===== config.mk =====
export PLATFORM = sky130hd
export DESIGN_NAME = sirv_bootrom_icb
export DESIGN_NICKNAME = d
export VERILOG_FILES = /design/src/rtl/sirv_bootrom_icb.sv
export SDC_FILE = /design/constraint.sdc
export NUM_CORES = 1
export LEC_CHECK = 0
export BUFFER_PORTS_ARGS = -buffer_cell sky130_fd_sc_hd__buf_2
export CAP_MARGIN = 20
export CORE_MARGIN = 1.5
export CORE_UTILIZATION = 44
export CTS_BUF_LIST = sky130_fd_sc_hd__clkbuf_4 sky130_fd_sc_hd__clkbuf_8
export CTS_CLUSTER_SIZE = 12
export DETAILED_ROUTE_END_ITERATION = 7
export GPL_TIMING_DRIVEN = 1
export PLACE_DENSITY = 0.78
export SETUP_SLACK_MARGIN = 0.4
export SLEW_MARGIN = 20
export SYNTH_ARGS = -nofsm -noshare
export SYNTH_HDL_FRONTEND = slang
export SYNTH_SLANG_ARGS = --single-unit

===== constraint.sdc =====
create_clock -name clk -period 1.7 [get_ports clk]
set_input_delay 0.255 -clock clk [delete_from_list [all_inputs] [get_ports clk]]
set_output_delay 0.255 -clock clk [all_outputs]
set_load 0.02 [all_outputs]

===== src/rtl/sirv_bootrom_icb.sv =====
// Boot ROM on an ICB-style bus: the lookup happens at command accept and the
// result goes into a 2-entry response FIFO, so read data appears the next cycle.
module sirv_bootrom_icb #(
  parameter int          AW        = 12,
  parameter int          DW        = 32,
  parameter logic [31:0] JUMP_ADDR = 32'h8000_0000,
  parameter logic [31:0] XIP_ADDR  = 32'h2040_0000,
  parameter logic [31:0] CFG_WORD  = 32'h0000_6661
) (
  input  logic          clk,
  input  logic          rst_n,
  input  logic          boot_mode,
  input  logic          icb_cmd_valid,
  output logic          icb_cmd_ready,
  input  logic [AW-1:0] icb_cmd_addr,
  input  logic          icb_cmd_read,
  input  logic [DW-1:0] icb_cmd_wdata,
  output logic          icb_rsp_valid,
  input  logic          icb_rsp_ready,
  output logic [DW-1:0] icb_rsp_rdata,
  output logic          icb_rsp_err,
  output logic          mode_o
);

  localparam int WW = AW - 2;

  // Handshake: a command transfers on a cycle with icb_cmd_valid & icb_cmd_ready,
  // a response on a cycle with icb_rsp_valid & icb_rsp_ready; a raised valid
  // holds its payload until that transfer cycle.

  logic          mode_q;
  logic          lat_done_q;
  logic [1:0]    count_q, count_d;
  logic          wptr_q, rptr_q;
  logic [DW-1:0] data_q [2];
  logic          err_q  [2];

  logic          push, pop;
  logic [WW-1:0] widx;
  logic [31:0]   rom_word;
  logic [DW-1:0] lk_data;
  logic          lk_err;
  logic          unused_wdata;

  assign unused_wdata  = ^icb_cmd_wdata;
  assign widx          = icb_cmd_addr[AW-1:2];

  // Ready never looks at icb_rsp_ready, keeping the two channels decoupled.
  assign icb_cmd_ready = lat_done_q & (count_q != 2'd2);
  assign icb_rsp_valid = (count_q != 2'd0);
  assign push          = icb_cmd_valid & icb_cmd_ready;
  assign pop           = icb_rsp_valid & icb_rsp_ready;
  assign icb_rsp_rdata = data_q[rptr_q];
  assign icb_rsp_err   = err_q[rptr_q];
  assign mode_o        = mode_q;

  always_comb begin
    rom_word = 32'h0;
    if (!mode_q) begin
      case (widx)
        WW'(0):  rom_word = {JUMP_ADDR[31:12], 12'h2b7};
        WW'(1):  rom_word = 32'h0002_8067;
        default: rom_word = 32'h0;
      endcase
    end else begin
      case (widx)
        WW'(0):  rom_word = 32'h0100_006f;
        WW'(1):  rom_word = 32'h0000_0013;
        WW'(2):  rom_word = 32'h0000_0013;
        WW'(3):  rom_word = CFG_WORD;
        WW'(4):  rom_word = {XIP_ADDR[31:12], 12'h2b7};
        WW'(5):  rom_word = 32'h0002_8067;
        default: rom_word = 32'h0;
      endcase
    end
  end

  always_comb begin
    lk_data = '0;
    lk_err  = 1'b0;
    if (!icb_cmd_read || (icb_cmd_addr[1:0] != 2'b00)) begin
      lk_err = 1'b1;
    end else begin
      lk_data = DW'(rom_word);
    end
  end

  always_comb begin
    count_d = count_q;
    case ({push, pop})
      2'b10:   count_d = count_q + 2'd1;
      2'b01:   count_d = count_q - 2'd1;
      default: count_d = count_q;
    endcase
  end

  // The mode is captured on the first clock after reset and frozen afterwards.
  always_ff @(posedge clk or negedge rst_n) begin
    if (!rst_n) begin
      mode_q     <= 1'b0;
      lat_done_q <= 1'b0;
    end else if (!lat_done_q) begin
      mode_q     <= boot_mode;
      lat_done_q <= 1'b1;
    end
  end

  always_ff @(posedge clk or negedge rst_n) begin
    if (!rst_n) begin
      count_q <= 2'd0;
      wptr_q  <= 1'b0;
      rptr_q  <= 1'b0;
      for (int i = 0; i < 2; i++) begin
        data_q[i] <= '0;
        err_q[i]  <= 1'b0;
      end
    end else begin
      count_q <= count_d;
      if (push) begin
        data_q[wptr_q] <= lk_data;
        err_q[wptr_q]  <= lk_err;
        wptr_q         <= ~wptr_q;
      end
      if (pop) begin
        rptr_q <= ~rptr_q;
      end
    end
  end

endmodule


==> results.toml <==
[floorplan]
initial_core_util_pct = 45.83
core_area_sq_um = 4354
ioPinCount = 86
dieArea_sq_um = 4948
chipHeight_um = 70.35
rows = 24
die_x_um = 70.35

[cts]
ctsHoldBuffers = 0
cts_buffer_depth = 2
insertion_delay_ps = 290
clkSinkCount = 34
cts_buffers = 5
htree_levels = 2
cts_tree = "done"
clkSlewWorstSetupHoldPaths_ps = 70
clock-root-buffer = "clkbuf_8"

[outcome]
outcome = "completed"

[placement]
dpl_cell_area_sq_um = 2175
gp_congestion = 0.8304
dpl.hpwl_um = 2830
port-buffer-count = 39

[timing]
setup_violations = 0
max_freq_mhz = 605.3
rsz0062_at_grt = "true"
worst_clock_skew_ps = 3.630
slew_violations = 0
period_share_pct = 97.18
worst_slew_pin_slew_ps = 782.1
period_needed_ps = 1652
whs_ps = 44.24
maxSlewHeadroom_pct = 47.86
hold_viol = 0

[cells_and_area]
drive_above_1_share_pct = 62.06
nNetsFinal = 304
final_area_sq_um = 3073
antenna_cells = 0
fill_cells = 283
areaGrowthSynthToFinish_pct = 53.98

[setup_path]
critPathLaunch = "rptr_q$_DFFE_PN0P_"
cp_max_fo = 14
r2r-end = "data_q[38]$_DFFE_PN0P_"
end_kind = "output pin"
cp-start-kind = "register"
ff2ff_path_depth = 4
cp_data_arrival_time_ps = 1400
r2r_start = "count_q[1]$_DFFE_PN0P_"
rrSetupSlack_ps = 210
crit_end = "icb_rsp_rdata[6]"
critical_path_class = "register to output pin"
required_ps = 1440

[global_routing]
grt_pass1_vias = 1625
grt_pass1_wl_um = 8307
gr-total-overflow = 0
grt_busiest_layer = "met2"
grtUsageTotal_pct = 21.22
antenna_found_initial = 0
met3_usage_pct = 5.051
grt_max_degree = 35
grtUsageMet2_pct = 34.07
grtUsageMet1_pct = 28.97

[power_and_ir_drop]
pwr-share-comb_pct = 52.2
p_leak_nw = 1.320
internal_power_mw = 1.887
ir_drop_mv = 1.124
clockPowerShare_pct = 18.5
power_density_nw_per_um2 = 1056
seq_power_share_pct = 29.3
switchingPower_mw = 1.358
finalPower_mw = 3.246
switching_share_pct = 41.85

[logic_synthesis]
synthTopCellsByArea = "dfrtp_1, o31ai_1, mux2_2, buf_4, clkbuf_1"
yosysSeqAreaShare_pct = 42.63
ys_ff_latch = 34
synth_cell_type_count = 32
syn_inst = 201
synth_top_area_share_pct = 42.63
synth_top_cell_by_area = "dfrtp_1"
syn_area_per_cell_sq_um = 9.929
netlist_area_sq_um = 1996
yosysWarnings = 0

[drt]
drtAntennaViolNets = 0
via_per_inst = 5.984
drt_pass1_iterations = 4
vias = 1825
dr.first_iter.drc_count = 76
wire_per_inst_um = 19.48
routed_wl_um = 5942
drcViolationCount = 0

[min_path]
holdCritPathClass = "input port to asynchronous set/reset pin"

[run]
cap_viol_max_count = 0
==> cell type report <==
type | count | area (sq um) | share of cell area, %
Sequential cell | 34 | 852.1 | 27.73
Tap cell | 52 | 65.06 | 2.117
Inverter | 3 | 15.01 | 0.4886
Multi-Input combinational cell | 140 | 1533 | 49.88
Clock buffer | 7 | 83.83 | 2.728
Timing Repair Buffer | 69 | 524.3 | 17.06
==> cells in the final DEF (no fill, tap or decap), types with 2 or more instances in the layout <==
| master | count |
|---|---|
| xnor2_2 | 2 |
| buf_8 | 3 |
| conb_1 | 15 |
| o31ai_2 | 23 |
| buf_6 | 13 |
| buf_4 | 15 |
| o31ai_1 | 8 |
| clkbuf_8 | 5 |
| o31ai_4 | 21 |
| nand3_4 | 3 |
| mux2_2 | 10 |
| a221oi_2 | 2 |
| nand2_1 | 9 |
| xnor2_1 | 2 |
| xor2_1 | 3 |
| dfrtp_1 | 33 |
| mux2_4 | 4 |
| and2_4 | 3 |
| buf_2 | 35 |
| buf_12 | 2 |
| inv_1 | 2 |
| nand4_1 | 2 |
| a21oi_1 | 4 |
| o21ai_0 | 2 |
| nor2_1 | 6 |
| nor2b_1 | 2 |
| clkbuf_4 | 2 |
| nand3b_1 | 2 |
| or4_4 | 2 |
==> metrics by stage <==
stage                     cells  utilization [%]  setup slack [ps]  setup TNS [ps]
after floorplan             214                -             78.55               0
after global placement      274            49.94            -129.2          -886.4
after detailed placement    274            49.94            -190.9           -1256
after CTS                   292            60.34             79.70               0
after global routing        305            70.57             34.18               0
final                       305            70.57             47.90               0
==> sequential cells by signal, indices dropped and copies added, names as in the netlist <==
signal      flops
rptr_q          1
err_q           2
count_q         2
mode_o          1
data_q         26
wptr_q          1
lat_done_q      1
==> cell families after synthesis <==
| family | synth area share [%] |
|---|---|
| fa+ha+maj | 0.6269 |
| buf+inv | 11.47 |
| flops | 42.63 |
| mux | 7.900 |
| other cells | 0.3763 |
| simple gates | 10.59 |
| compound gates | 23.32 |
| xor+xnor | 3.072 |
==> power by group through the flow <==
| stage | sequential (mW) | clock [mW] | combinational [mW] |
|---|---|---|---|
| floorplan | 0.940 | 0 | 0.743 |
| global placement | 0.953 | 0 | 0.885 |
| detailed placement | 0.959 | 0 | 0.900 |
| CTS | 0.940 | 0.587 | 1.25 |
| global route | 0.958 | 0.635 | 1.78 |
| finish | 0.951 | 0.601 | 1.69 |
==> cells in the mapped netlist <==
cell type and number:
dfrtp_1 34, nor3_1 1, nor4_1 1, buf_2 3
buf_1 4, clkbuf_1 12, xor2_1 3, buf_4 19
a211oi_1 1, nand2_1 9, conb_1 2, inv_1 3
nor3b_1 1, nor2b_1 3, ha_1 1, a21oi_1 4
nand3b_1 2, xnor2_1 4, o21ai_0 3, or2_2 1
a21boi_0 2, nand4_1 2, nand3_1 2, and2_1 4
mux2_2 14, o31ai_1 52, nand4bb_1 1, or4_1 2
nand2b_1 2, nor2_1 6, and4b_1 1, a221oi_1 2
==> worst max-delay path: stages (launching register included) <==
cell	delay [ps]
dfrtp_1	410
buf_12	180
mux2_2	350
buf_2	160
==> repair_timing <==
action	in CTS	in global routing
endpoints found under the hold margin	0	0
buffers inserted	7	12
resized for setup	62	58
pin swaps	19	8
cloned	4	1
setup endpoints to repair	51	51
==> routing by layer <==
| metal | part of all wire, % | vias to the layer above |
|---|---|---|
| met5 | 0 | - |
| met4 | 2.8 | 0 |
| met3 | 6.8 | 17 |
| met2 | 52 | 93 |
| met1 | 39 | 893 |
| li1 | - | 822 |
==> worst min path at each step <==
stage / startpoint / to / slack (ps)
final: rst_n / data_q[4]$_DFFE_PN0P_ / 40
after global routing: rst_n / err_q[0]$_DFFE_PN0P_ / 90
after CTS: rst_n / data_q[41]$_DFFE_PN0P_ / 60
after detailed placement: rst_n / err_q[0]$_DFFE_PN0P_ / 360
after global placement: rst_n / err_q[1]$_DFFE_PN0P_ / 350
after floorplan: rst_n / count_q[0]$_DFFE_PN0P_ / -40
Power figures use the tool's default switching activity.
